## src/rtl/fp32_pkg.sv

```systemverilog
// Shared constants and inter-stage payload for the FP32 add/normalize/round pipeline.
package fp32_pkg;

  localparam logic [7:0]  FP32_EXP_MAX = 8'd255;
  localparam int unsigned FP32_BIAS    = 127;
  localparam logic [31:0] FP32_QNAN    = 32'h7FC00000;
  localparam logic [30:0] FP32_INF     = 31'h7F800000;

  // exp is 9 bits so a carry into 255+ survives until the overflow check.
  typedef struct packed {
    logic        sign;
    logic [8:0]  exp;
    logic [25:0] mant;
    logic        guard;
    logic        sticky;
    logic        exc;
    logic        uflow;
  } fp32_stage_t;

endpackage

```

## src/rtl/fp32_lzc.sv

```systemverilog
// Combinational 25-bit leading-zero counter; an all-zero input yields 25.
module fp32_lzc (
  input  logic [24:0] data_i,
  output logic [4:0]  count_o
);

  always_comb begin
    count_o = 5'd25;
    for (int i = 0; i < 25; i++) begin
      if (data_i[i]) count_o = 5'(24 - i);
    end
  end

endmodule

```

## src/rtl/fp32_add_norm.sv

```systemverilog
// Three-stage FP32 significand add, normalize and round-to-nearest-even with valid/ready
// handshake; the whole pipe advances together and stalls on output back-pressure.
module fp32_add_norm
  import fp32_pkg::*;
(
  input  logic        CLK,
  input  logic        RST,
  input  logic        IN_VALID_SINGLE,
  output logic        IN_READY_SINGLE,
  input  logic        IN_SIGN_A_SINGLE,
  input  logic        IN_SIGN_B_SINGLE,
  input  logic [23:0] IN_MANT_A_SINGLE,
  input  logic [23:0] IN_MANT_B_SINGLE,
  input  logic [7:0]  IN_EXP_SINGLE,
  input  logic        IN_GUARD_BIT,
  input  logic        IN_STICKY_BIT,
  input  logic        IN_EXCEPTION_SINGLE,
  output logic        OUT_VALID_SINGLE,
  input  logic        OUT_READY_SINGLE,
  output logic [31:0] OUT_RESULT_SINGLE,
  output logic        OUT_OVERFLOW_SINGLE,
  output logic        OUT_UNDERFLOW_SINGLE
);

  logic        adv;
  logic        s1_v_q, s2_v_q, out_valid_q;
  fp32_stage_t s1_d, s1_q, s2_d, s2_q;
  logic [31:0] res_d, res_q;
  logic        ovf_d, ovf_q, unf_d, unf_q;

  assign adv             = ~out_valid_q | OUT_READY_SINGLE;
  assign IN_READY_SINGLE = adv | RST;

  // S1: effective add/subtract; guard/sticky extend the smaller significand.
  logic        eff_sub, a_gt_b;
  logic [24:0] sum;
  logic [25:0] ext_diff;

  always_comb begin
    eff_sub  = IN_SIGN_A_SINGLE ^ IN_SIGN_B_SINGLE;
    a_gt_b   = IN_MANT_A_SINGLE > IN_MANT_B_SINGLE;
    sum      = {1'b0, IN_MANT_A_SINGLE} + {1'b0, IN_MANT_B_SINGLE};
    ext_diff = a_gt_b ?
        {IN_MANT_A_SINGLE, 2'b00} - {IN_MANT_B_SINGLE, IN_GUARD_BIT, IN_STICKY_BIT} :
        {IN_MANT_B_SINGLE, 2'b00} - {IN_MANT_A_SINGLE, IN_GUARD_BIT, IN_STICKY_BIT};
    s1_d        = '0;
    s1_d.exp    = {1'b0, IN_EXP_SINGLE};
    s1_d.exc    = IN_EXCEPTION_SINGLE;
    s1_d.guard  = IN_GUARD_BIT;
    s1_d.sticky = IN_STICKY_BIT;
    if (!eff_sub) begin
      s1_d.sign = IN_SIGN_A_SINGLE;
      s1_d.mant = {1'b0, sum};
    end else if (IN_MANT_A_SINGLE == IN_MANT_B_SINGLE) begin
      // Only the shifted-out bits remain; an exact cancel is +0.
      s1_d.sign = IN_SIGN_B_SINGLE & (IN_GUARD_BIT | IN_STICKY_BIT);
      s1_d.mant = '0;
    end else begin
      s1_d.sign   = a_gt_b ? IN_SIGN_A_SINGLE : IN_SIGN_B_SINGLE;
      s1_d.mant   = {2'b00, ext_diff[25:2]};
      s1_d.guard  = ext_diff[1];
      s1_d.sticky = ext_diff[0];
    end
  end

  // S2: normalize.
  logic [24:0] lz_in, shl;
  logic [4:0]  lz;
  logic        zero_mag;

  assign lz_in = {s1_q.mant[23:0], s1_q.guard};

  fp32_lzc u_lzc (
    .data_i  (lz_in),
    .count_o (lz)
  );

  always_comb begin
    s2_d       = s1_q;
    s2_d.uflow = 1'b0;
    shl        = lz_in << lz;
    zero_mag   = ~|lz_in & ~s1_q.mant[24];
    if (s1_q.mant[24]) begin
      s2_d.mant   = {2'b00, s1_q.mant[24:1]};
      s2_d.guard  = s1_q.mant[0];
      s2_d.sticky = s1_q.sticky | s1_q.guard;
      s2_d.exp    = s1_q.exp + 9'd1;
    end else if (zero_mag && !s1_q.sticky) begin
      s2_d.mant   = '0;
      s2_d.guard  = 1'b0;
      s2_d.sticky = 1'b0;
      s2_d.exp    = '0;
    end else if (zero_mag || ({4'b0, lz} >= s1_q.exp)) begin
      s2_d.uflow = 1'b1;
    end else begin
      s2_d.mant   = {2'b00, shl[24:1]};
      s2_d.guard  = shl[0];
      s2_d.sticky = s1_q.sticky;
      s2_d.exp    = s1_q.exp - {4'b0, lz};
    end
  end

  // S3: round to nearest-even and pack.
  logic        round_up;
  logic [24:0] rnd;
  logic [23:0] mant_r;
  logic [8:0]  exp_r;
  logic        unused_bits;

  assign unused_bits = ^{s2_q.mant[25:24], mant_r[23]};

  always_comb begin
    round_up = s2_q.guard & (s2_q.sticky | s2_q.mant[0]);
    rnd      = {1'b0, s2_q.mant[23:0]} + {24'b0, round_up};
    if (rnd[24]) begin
      mant_r = rnd[24:1];
      exp_r  = s2_q.exp + 9'd1;
    end else begin
      mant_r = rnd[23:0];
      exp_r  = s2_q.exp;
    end
    res_d = {s2_q.sign, exp_r[7:0], mant_r[22:0]};
    ovf_d = 1'b0;
    unf_d = 1'b0;
    if (s2_q.exc) begin
      res_d = FP32_QNAN;
    end else if (s2_q.uflow) begin
      res_d = {s2_q.sign, 31'b0};
      unf_d = 1'b1;
    end else if (exp_r >= {1'b0, FP32_EXP_MAX}) begin
      res_d = {s2_q.sign, FP32_INF};
      ovf_d = 1'b1;
    end
  end

  always_ff @(posedge CLK) begin
    if (RST) begin
      s1_v_q      <= 1'b0;
      s2_v_q      <= 1'b0;
      out_valid_q <= 1'b0;
      s1_q        <= '0;
      s2_q        <= '0;
      res_q       <= '0;
      ovf_q       <= 1'b0;
      unf_q       <= 1'b0;
    end else if (adv) begin
      s1_v_q      <= IN_VALID_SINGLE;
      s2_v_q      <= s1_v_q;
      out_valid_q <= s2_v_q;
      s1_q        <= s1_d;
      s2_q        <= s2_d;
      res_q       <= res_d;
      ovf_q       <= ovf_d;
      unf_q       <= unf_d;
    end
  end

  assign OUT_VALID_SINGLE     = out_valid_q;
  assign OUT_RESULT_SINGLE    = res_q;
  assign OUT_OVERFLOW_SINGLE  = ovf_q;
  assign OUT_UNDERFLOW_SINGLE = unf_q;

endmodule

```

## config.mk

```make
export PLATFORM = sky130hd
export DESIGN_NAME = fp32_add_norm
export DESIGN_NICKNAME = d
export VERILOG_FILES = /design/src/rtl/fp32_pkg.sv /design/src/rtl/fp32_lzc.sv /design/src/rtl/fp32_add_norm.sv
export SDC_FILE = /design/constraint.sdc
export NUM_CORES = 1
export LEC_CHECK = 0
export ABC_AREA = 1
export CAP_MARGIN = 10
export CELL_PAD_IN_SITES_DETAIL_PLACEMENT = 1
export CELL_PAD_IN_SITES_GLOBAL_PLACEMENT = 1
export CORE_MARGIN = 5
export CORE_UTILIZATION = 38
export CTS_BUF_LIST = sky130_fd_sc_hd__clkbuf_16
export CTS_CLUSTER_SIZE = 40
export DETAILED_ROUTE_END_ITERATION = 8
export PLACE_DENSITY_LB_ADDON = 0.15
export SKIP_CTS_REPAIR_TIMING = 1
export SLEW_MARGIN = 15
export SYNTH_ARGS = -nofsm -noshare
export SYNTH_HDL_FRONTEND = slang
export SYNTH_SLANG_ARGS = --single-unit
```

## constraint.sdc

```tcl
create_clock -name CLK -period 3.5 [get_ports CLK]
set_input_delay 1.05 -clock CLK [delete_from_list [all_inputs] [get_ports CLK]]
set_output_delay 1.05 -clock CLK [all_outputs]
set_load 0.05 [all_outputs]
```

==> impl_metrics.toml, run 1 <==
[grt]
grt_pass1_wl_um = 69840
grt_pass1_vias = 13770
grt_start_max_net_pins = 84
grt.overflow.total = 0
antenna_found_initial = 0
grt.total_usage_pct = 27.67

[pwr]
p_int_mw = 3.707
total_power_mw = 7.189
seq_power_share_pct = 24.9
clkPwrFrac_pct = 15.3
switching_share_pct = 48.44
pwr-share-comb_pct = 59.8
leakagePower_nw = 7.591
p_per_area_mw_per_mm2 = 457.2
p_switching_mw = 3.482
peakVddDrop_uv = 255.3

[sta]
clock.fmax_mhz = 279.4
setup-violations-final = 1
finalCriticalPeriod_ps = 3579
tightest_slew_ps = 684.4
holdWs_ps = 465.5
layout_setup_ws_ps = -79.15
hold_viol = 0
finClkSkew_ps = 12.03
rsz0062_at_grt = "true"
slew_viol_final = 0
fin_setup_tns_ps = -79.15
slew_headroom_pct = 53.89
finalCritPeriodShare_pct = 102.3

[synth]
yosysTopAreaCellShare_pct = 21.03
syn_area_sq_mm = 0.01066
synth_seq_cells = 112
postSynth.asyncResetShare_pct = 0
synth_top_cell_by_area = "dfxtp_1"
syn_nets = 1837
synthTopCellsByCount = "323 x nand2_1, 220 x inv_1, 205 x a21oi_1"
synth_enable_flop_cells = 0
yosysMostFrequentCell = "nand2_1"
synth-main-ff-cell = "dfxtp_1"
ys_warn_count = 0
synth_cells = 1689
synth_area_leaders = "dfxtp_1 21%, nand2_1 11%, a21oi_1 9.6%, ha_1 9.5%, inv_1 7.7%"
syn_area_per_cell_sq_um = 6.314
yosysUniqueCellTypes = 67
yosysSeqAreaShare_pct = 21.03

[worst_setup_path]
cp_max_fo = 3
slowest_delay_ps = 410
critPathKind = "input pin to register"
slowest_stage = "clkdlybuf4s50_1"
r2r.worst_path.cells = 22
crit_arrival_ps = 3860
cp.required_ps = 3780
end_kind = "register"
path_cells = "clkdlybuf4s50_1 > inv_2 > ha_1 > inv_1 > nor3_1 > buf_4 > nor2_1 > inv_1 > a21oi_2 > inv_2 > a21oi_4 > o21ai_0 > nand2_1 > nand2_1 > nand3_2 > o311ai_2 > xor2_1 > o211ai_1 > o211ai_1 > inv_1"
startpoint_type = "input pin"
cpMostUsedCell = "inv_1"

[floorplanning]
chipHeight_um = 177.5
rows = 61
die-area_sq_mm = 0.03151
ios = 101
dieWidth_um = 177.5
start_util_pct = 38.38
core_area_sq_mm = 0.02778

[placement]
hpwl_um = 35870
numPortBuffers = 100
globalplace.congestion = 0.9918
dp_slack_ps = -1073
dpl_cell_area_sq_mm = 0.01408

[routing]
ant_nets = 0
wirelength_um = 49750
firstDrtPassIters = 5
wire_per_inst_um = 20.49
vias = 13720
viasPerCell = 5.650
dr.first_iter.drc_count = 980
drc = 0

[layout]
multi_input_area_sq_mm = 0.008185
fin_area_sq_mm = 0.01573
areaGrowthSynthToFinish_pct = 47.46
diodes = 0
fillerInstances = 3630
num-nets-final = 2193
layout-drive-gt1-share_pct = 28.63
seqCellArea_sq_mm = 0.002250

[clocking]
cts_tree = "yes"
clkLatencyLatePin_ps = 380
htreeDepth = 3
clkSlewWorstSetupHoldPaths_ps = 90
cts_buffers = 9
cts_sinks = 112
clockRootBuffer = "clkbuf_16"
clockBufferDepth = 2

[job]
maxCapViolations = 0

[worst_hold_path]
whs_path_depth = 2
hp-class = "register to register"

[run_status]
violations = "negative setup slack"
status = "finished with violations"
-- power by group through the flow --
stage          Clock (mW)  Sequential, mW  Combinational, mW
2_1_floorplan           0            1.92               2.02
3_3_place_gp            0            1.79               3.70
3_5_place_dp            0            1.80               3.79
4_1_cts              1.11            1.78               3.82
5_1_grt              1.14            1.82               4.61
6_report             1.10            1.79               4.30
-- path summary, 6_finish.rpt --
kind	startpoint	to	slack (ps)
max reg2reg	s2_q[4]	OUT_RESULT_SINGLE[8]	0
max	IN_STICKY_BIT	lz_in[23]	-80
min	OUT_RESULT_SINGLE[18]	OUT_RESULT_SINGLE[18]	470
min reg2reg	OUT_RESULT_SINGLE[18]	OUT_RESULT_SINGLE[18]	470
-- layout by cell type (no fill, tap or decap), types with 6 or more instances in the layout --
| cell | netlist | routed |
|---|---|---|
| a21oi_2 | 0 | 22 |
| nand2_2 | 4 | 28 |
| o21ai_1 | 23 | 27 |
| nor3_1 | 18 | 16 |
| a32o_1 | 8 | 8 |
| dlymetal6s2s_1 | 0 | 39 |
| nor2_1 | 96 | 86 |
| a21oi_1 | 205 | 178 |
| o21ai_2 | 0 | 13 |
| ha_1 | 81 | 53 |
| nand2_1 | 323 | 289 |
| o21ai_0 | 145 | 126 |
| o21a_1 | 7 | 7 |
| buf_4 | 2 | 309 |
| o211ai_1 | 32 | 32 |
| buf_6 | 3 | 10 |
| nor4_1 | 12 | 9 |
| a31oi_1 | 18 | 16 |
| o41ai_2 | 4 | 6 |
| o22ai_1 | 7 | 6 |
| clkdlybuf4s50_1 | 0 | 50 |
| clkbuf_16 | 0 | 10 |
| nand4_1 | 10 | 10 |
| inv_1 | 220 | 181 |
| nor2_4 | 3 | 9 |
| nand3_2 | 2 | 9 |
| a22o_1 | 6 | 6 |
| nand3_1 | 149 | 141 |
| ha_4 | 0 | 27 |
| clkbuf_2 | 0 | 8 |
| xor2_1 | 28 | 26 |
| xnor2_1 | 8 | 8 |
| dfxtp_1 | 112 | 108 |
| nand2_4 | 2 | 11 |
| inv_2 | 9 | 44 |
-- metal layers --
metal / global-route usage (%) / up-vias / routed length (um) / part of all wire, %
met5: 0 / - / 0 / 0
met4: 13.28 / 0 / 2509 / 5.0
met2: 51.76 / 438 / 25910 / 52
met3: 1.768 / 144 / 1915 / 3.8
li1: - / 6433 / - / -
met1: 31.84 / 6703 / 19410 / 39
-- layout make-up --
type	instances	share of cell area, %
well taps	378	3.008
inverters	236	5.777
clock buffers	9	1.432
flip-flops and latches	112	14.31
clock inverters	7	0.5251
multi-input cells	1263	52.05
repair buffers	423	22.90
-- worst max-delay path, delay by kind of cell --
kind | cells | cell delay [ps]
AO/OA/AOI/OAI | 6 | 660
XOR/XNOR | 1 | 250
adder cells (fa/ha/maj) | 1 | 190
buffers and inverters | 7 | 1040
AND/OR/NAND/NOR | 5 | 650
-- kinds of logic (layout without fill, tap and decap cells) --
family	count (synthesis)	in the layout	synth area share (%)
muxes	6	6	0.5632
adders and majority gates	83	83	9.879
and+or+nand+nor	638	638	26.54
buffers and inverters	314	675	11.63
xor gates and xnor gates	36	36	2.957
DFF	112	112	21.03
AOI/OAI and AO/OA	500	500	27.41
-- state kept, by name, indices dropped and copies added, names as in the netlist --
signal / flops
OUT_RESULT_SINGLE: 32
s1_q: 12
OUT_UNDERFLOW_SINGLE: 1
OUT_VALID_SINGLE: 1
s1_v_q: 1
s2_v_q: 1
s2_q: 38
lz_in: 25
OUT_OVERFLOW_SINGLE: 1
-- stage by stage --
step                util [%]  cells
floorplan                  -   1689
global placement       50.67   2379
detailed placement     50.67   2379
CTS                    51.78   2395
global route           56.60   2428
finish                 56.60   2428
No activity file was read; power rests on OpenSTA's default activity.
==> inputs of run 2 (changes only) <==
--- a/config.mk
+++ b/config.mk
@@ -7,10 +7,8 @@
 export LEC_CHECK = 0
 export ABC_AREA = 1
 export CAP_MARGIN = 10
-export CELL_PAD_IN_SITES_DETAIL_PLACEMENT = 1
-export CELL_PAD_IN_SITES_GLOBAL_PLACEMENT = 1
 export CORE_MARGIN = 5
-export CORE_UTILIZATION = 38
+export CORE_UTILIZATION = 45
 export CTS_BUF_LIST = sky130_fd_sc_hd__clkbuf_16
 export CTS_CLUSTER_SIZE = 40
 export DETAILED_ROUTE_END_ITERATION = 8
==> run 2 against run 1 <==
Against the previous run:
- the run now ends clean
- largest cell class unchanged
- final cell count shrank 2.7%
- power grew 0.20%
- clock-buffer cell count stayed put
- critical endpoint is now OUT_RESULT_SINGLE[20]
- hold slack got worse by 7.8 ps
- worst setup slack better by 84 ps
- sequential share of layout area about the same
- maximum frequency rose by 2.4%
- clock power grew 5%
- flip-flop and latch count stayed put
- die area decreased by 15%
- sequential power about the same
- first-iteration DRC count grew 23%
==> impl_metrics.toml, run 2 (synthesis gave the netlist of run 1 again) <==
[placement]
numPortBuffers = 100
hpwl_um = 32390
globalplace.congestion = 1.074
dp_slack_ps = -925.7

[layout]
layout_commonest_cell = "buf_4"
post-route-util_pct = 67.09
fillerInstances = 2120
largest_register_ffs = 38
layout_common_cells = "304 x buf_4, 280 x nand2_1, 180 x inv_1"
regMostFlops = "s2_q"
diodes = 0
layout-drive-gt1-share_pct = 29.45
num-nets-final = 2187
areaGrowthSynthToFinish_pct = 47.23

[floorplanning]
start_util_pct = 45.57
die-area_sq_mm = 0.02688
core_area_sq_mm = 0.02340
rows = 56
chipHeight_um = 163.9
dieWidth_um = 163.9
ios = 101

[grt]
grt.overflow.total = 0
grt.total_usage_pct = 29.08
grt_pass1_wl_um = 62560
grt_start_max_net_pins = 84
grt_pass1_vias = 12290
antenna_found_initial = 0

[sta]
slew_headroom_pct = 44.72
slew_viol_final = 0
fin_setup_tns_ps = 0
finClkSkew_ps = 9.239
setup-violations-final = 0
rsz0062_at_grt = "true"
holdWs_ps = 457.8
finalCriticalPeriod_ps = 3495
tightest_slew_ps = 829.3
hold_viol = 0
finalCritPeriodShare_pct = 99.85
clock.fmax_mhz = 286.2
layout_setup_ws_ps = 5.349

[routing]
wirelength_um = 42300
vias = 13150
dr.first_iter.drc_count = 1205
drc = 0
ant_nets = 0
wire_per_inst_um = 17.90
viasPerCell = 5.565
firstDrtPassIters = 6

[clocking]
htreeDepth = 3
clockRootBuffer = "clkbuf_16"
clkLatencyLatePin_ps = 360
cts_buffers = 9
cts_sinks = 112
clkSlewWorstSetupHoldPaths_ps = 80
cts_tree = "yes"
clockBufferDepth = 2

[worst_setup_path]
path_cells = "o21a_1 > ha_2 > ha_4 > nand2_4 > nor2_4 > inv_2 > nor3_4 > nand2_1 > inv_2 > nand3_4 > inv_4 > nand4_4 > nor2_4 > nand2_4 > nor3_4 > nand3_2 > xor2_2 > nor4_2 > nand3_2 > nand2_4 > inv_8 > a32o_1"
cp_max_fo = 8
critPathKind = "register to register"
slowest_delay_ps = 350
slowest_stage = "dfxtp_1"
startpoint_type = "register"
r2r_slack_ps = 5
cp.required_ps = 3760
crit_arrival_ps = 3750
end_kind = "register"
critical_path_buf_inv_count = 4
cpMostUsedCell = "nand2_4"
crit_family = "simple AND/OR/NAND/NOR gates"

[pwr]
peakVddDrop_uv = 258.7
leakagePower_nw = 7.517
p_per_area_mw_per_mm2 = 458.8

[run_status]
status = "finished clean"

[worst_hold_path]
hp-class = "register to register"

[job]
maxCapViolations = 0
[run 2: changes by cell type in the layout (fill, tap and decap cells not counted), moves of 3 or more]
cell / before / now
nand2_1: 289 / 280
a21oi_1: 178 / 170
mux2i_4: 0 / 3
inv_4: 3 / 6
a21oi_2: 22 / 32
buf_4: 309 / 304
inv_8: 4 / 1
dlymetal6s2s_1: 39 / 36
nand2_2: 28 / 39
[run 2: power breakdown]
group | leakage, nW | internal [mW] | switching [mW] | total [mW]
logic | 6.43 | 1.72 | 2.54 | 4.27
registers | 0.927 | 1.51 | 0.266 | 1.78
clock network | 0.161 | 0.637 | 0.521 | 1.16
[run 2: worst register-to-register path: stages (launching register included)]
cell and delay, ps:
dfxtp_1 350, o21a_1 130, ha_2 190, ha_4 150, nand2_4 50, nor2_4 100, inv_2 60, nor3_4 120
nand2_1 90, inv_2 80, nand3_4 90, inv_4 90, nand4_4 90, nor2_4 170, nand2_4 100, nor3_4 250
nand3_2 160, xor2_2 190, nor4_2 310, nand3_2 150, nand2_4 180, inv_8 70, a32o_1 230
[run 2: worst paths after layout]
kind | startpoint | endpoint | cells past startpoint
min | OUT_RESULT_SINGLE[1] | OUT_RESULT_SINGLE[1] | 2
min reg2reg | OUT_RESULT_SINGLE[1] | OUT_RESULT_SINGLE[1] | 2
max | s2_q[3] | OUT_RESULT_SINGLE[20] | 22
max reg2reg | s2_q[3] | OUT_RESULT_SINGLE[20] | 22
[run 2: routing by layer]
layer	part of all wire, %	track usage, %	up-vias
li1	-	-	6443
met1	40	35.86	6085
met2	49	52.05	513
met3	6.1	2.785	108
met4	4.0	11.55	0
met5	0	0	-
[run 2: cell type report]
type	count	area, sq um	area share [%]
well taps	319	399.1	2.542
flip-flops and latches	112	2247	14.31
repair buffers	417	3566	22.71
multi-input cells	1263	8239	52.48
clock buffers	9	225.2	1.434
inverters	236	918.4	5.850
clock inverters	7	105.1	0.6694
[run 2: per-stage QoR]
stage	power, mW	instances	instance area [sq um]
finish	7.203	2363	15700
global route	7.610	2363	15700
CTS	6.703	2328	14250
detailed placement	5.546	2312	13920
global placement	5.530	2312	13920
floorplan	3.946	1689	10730
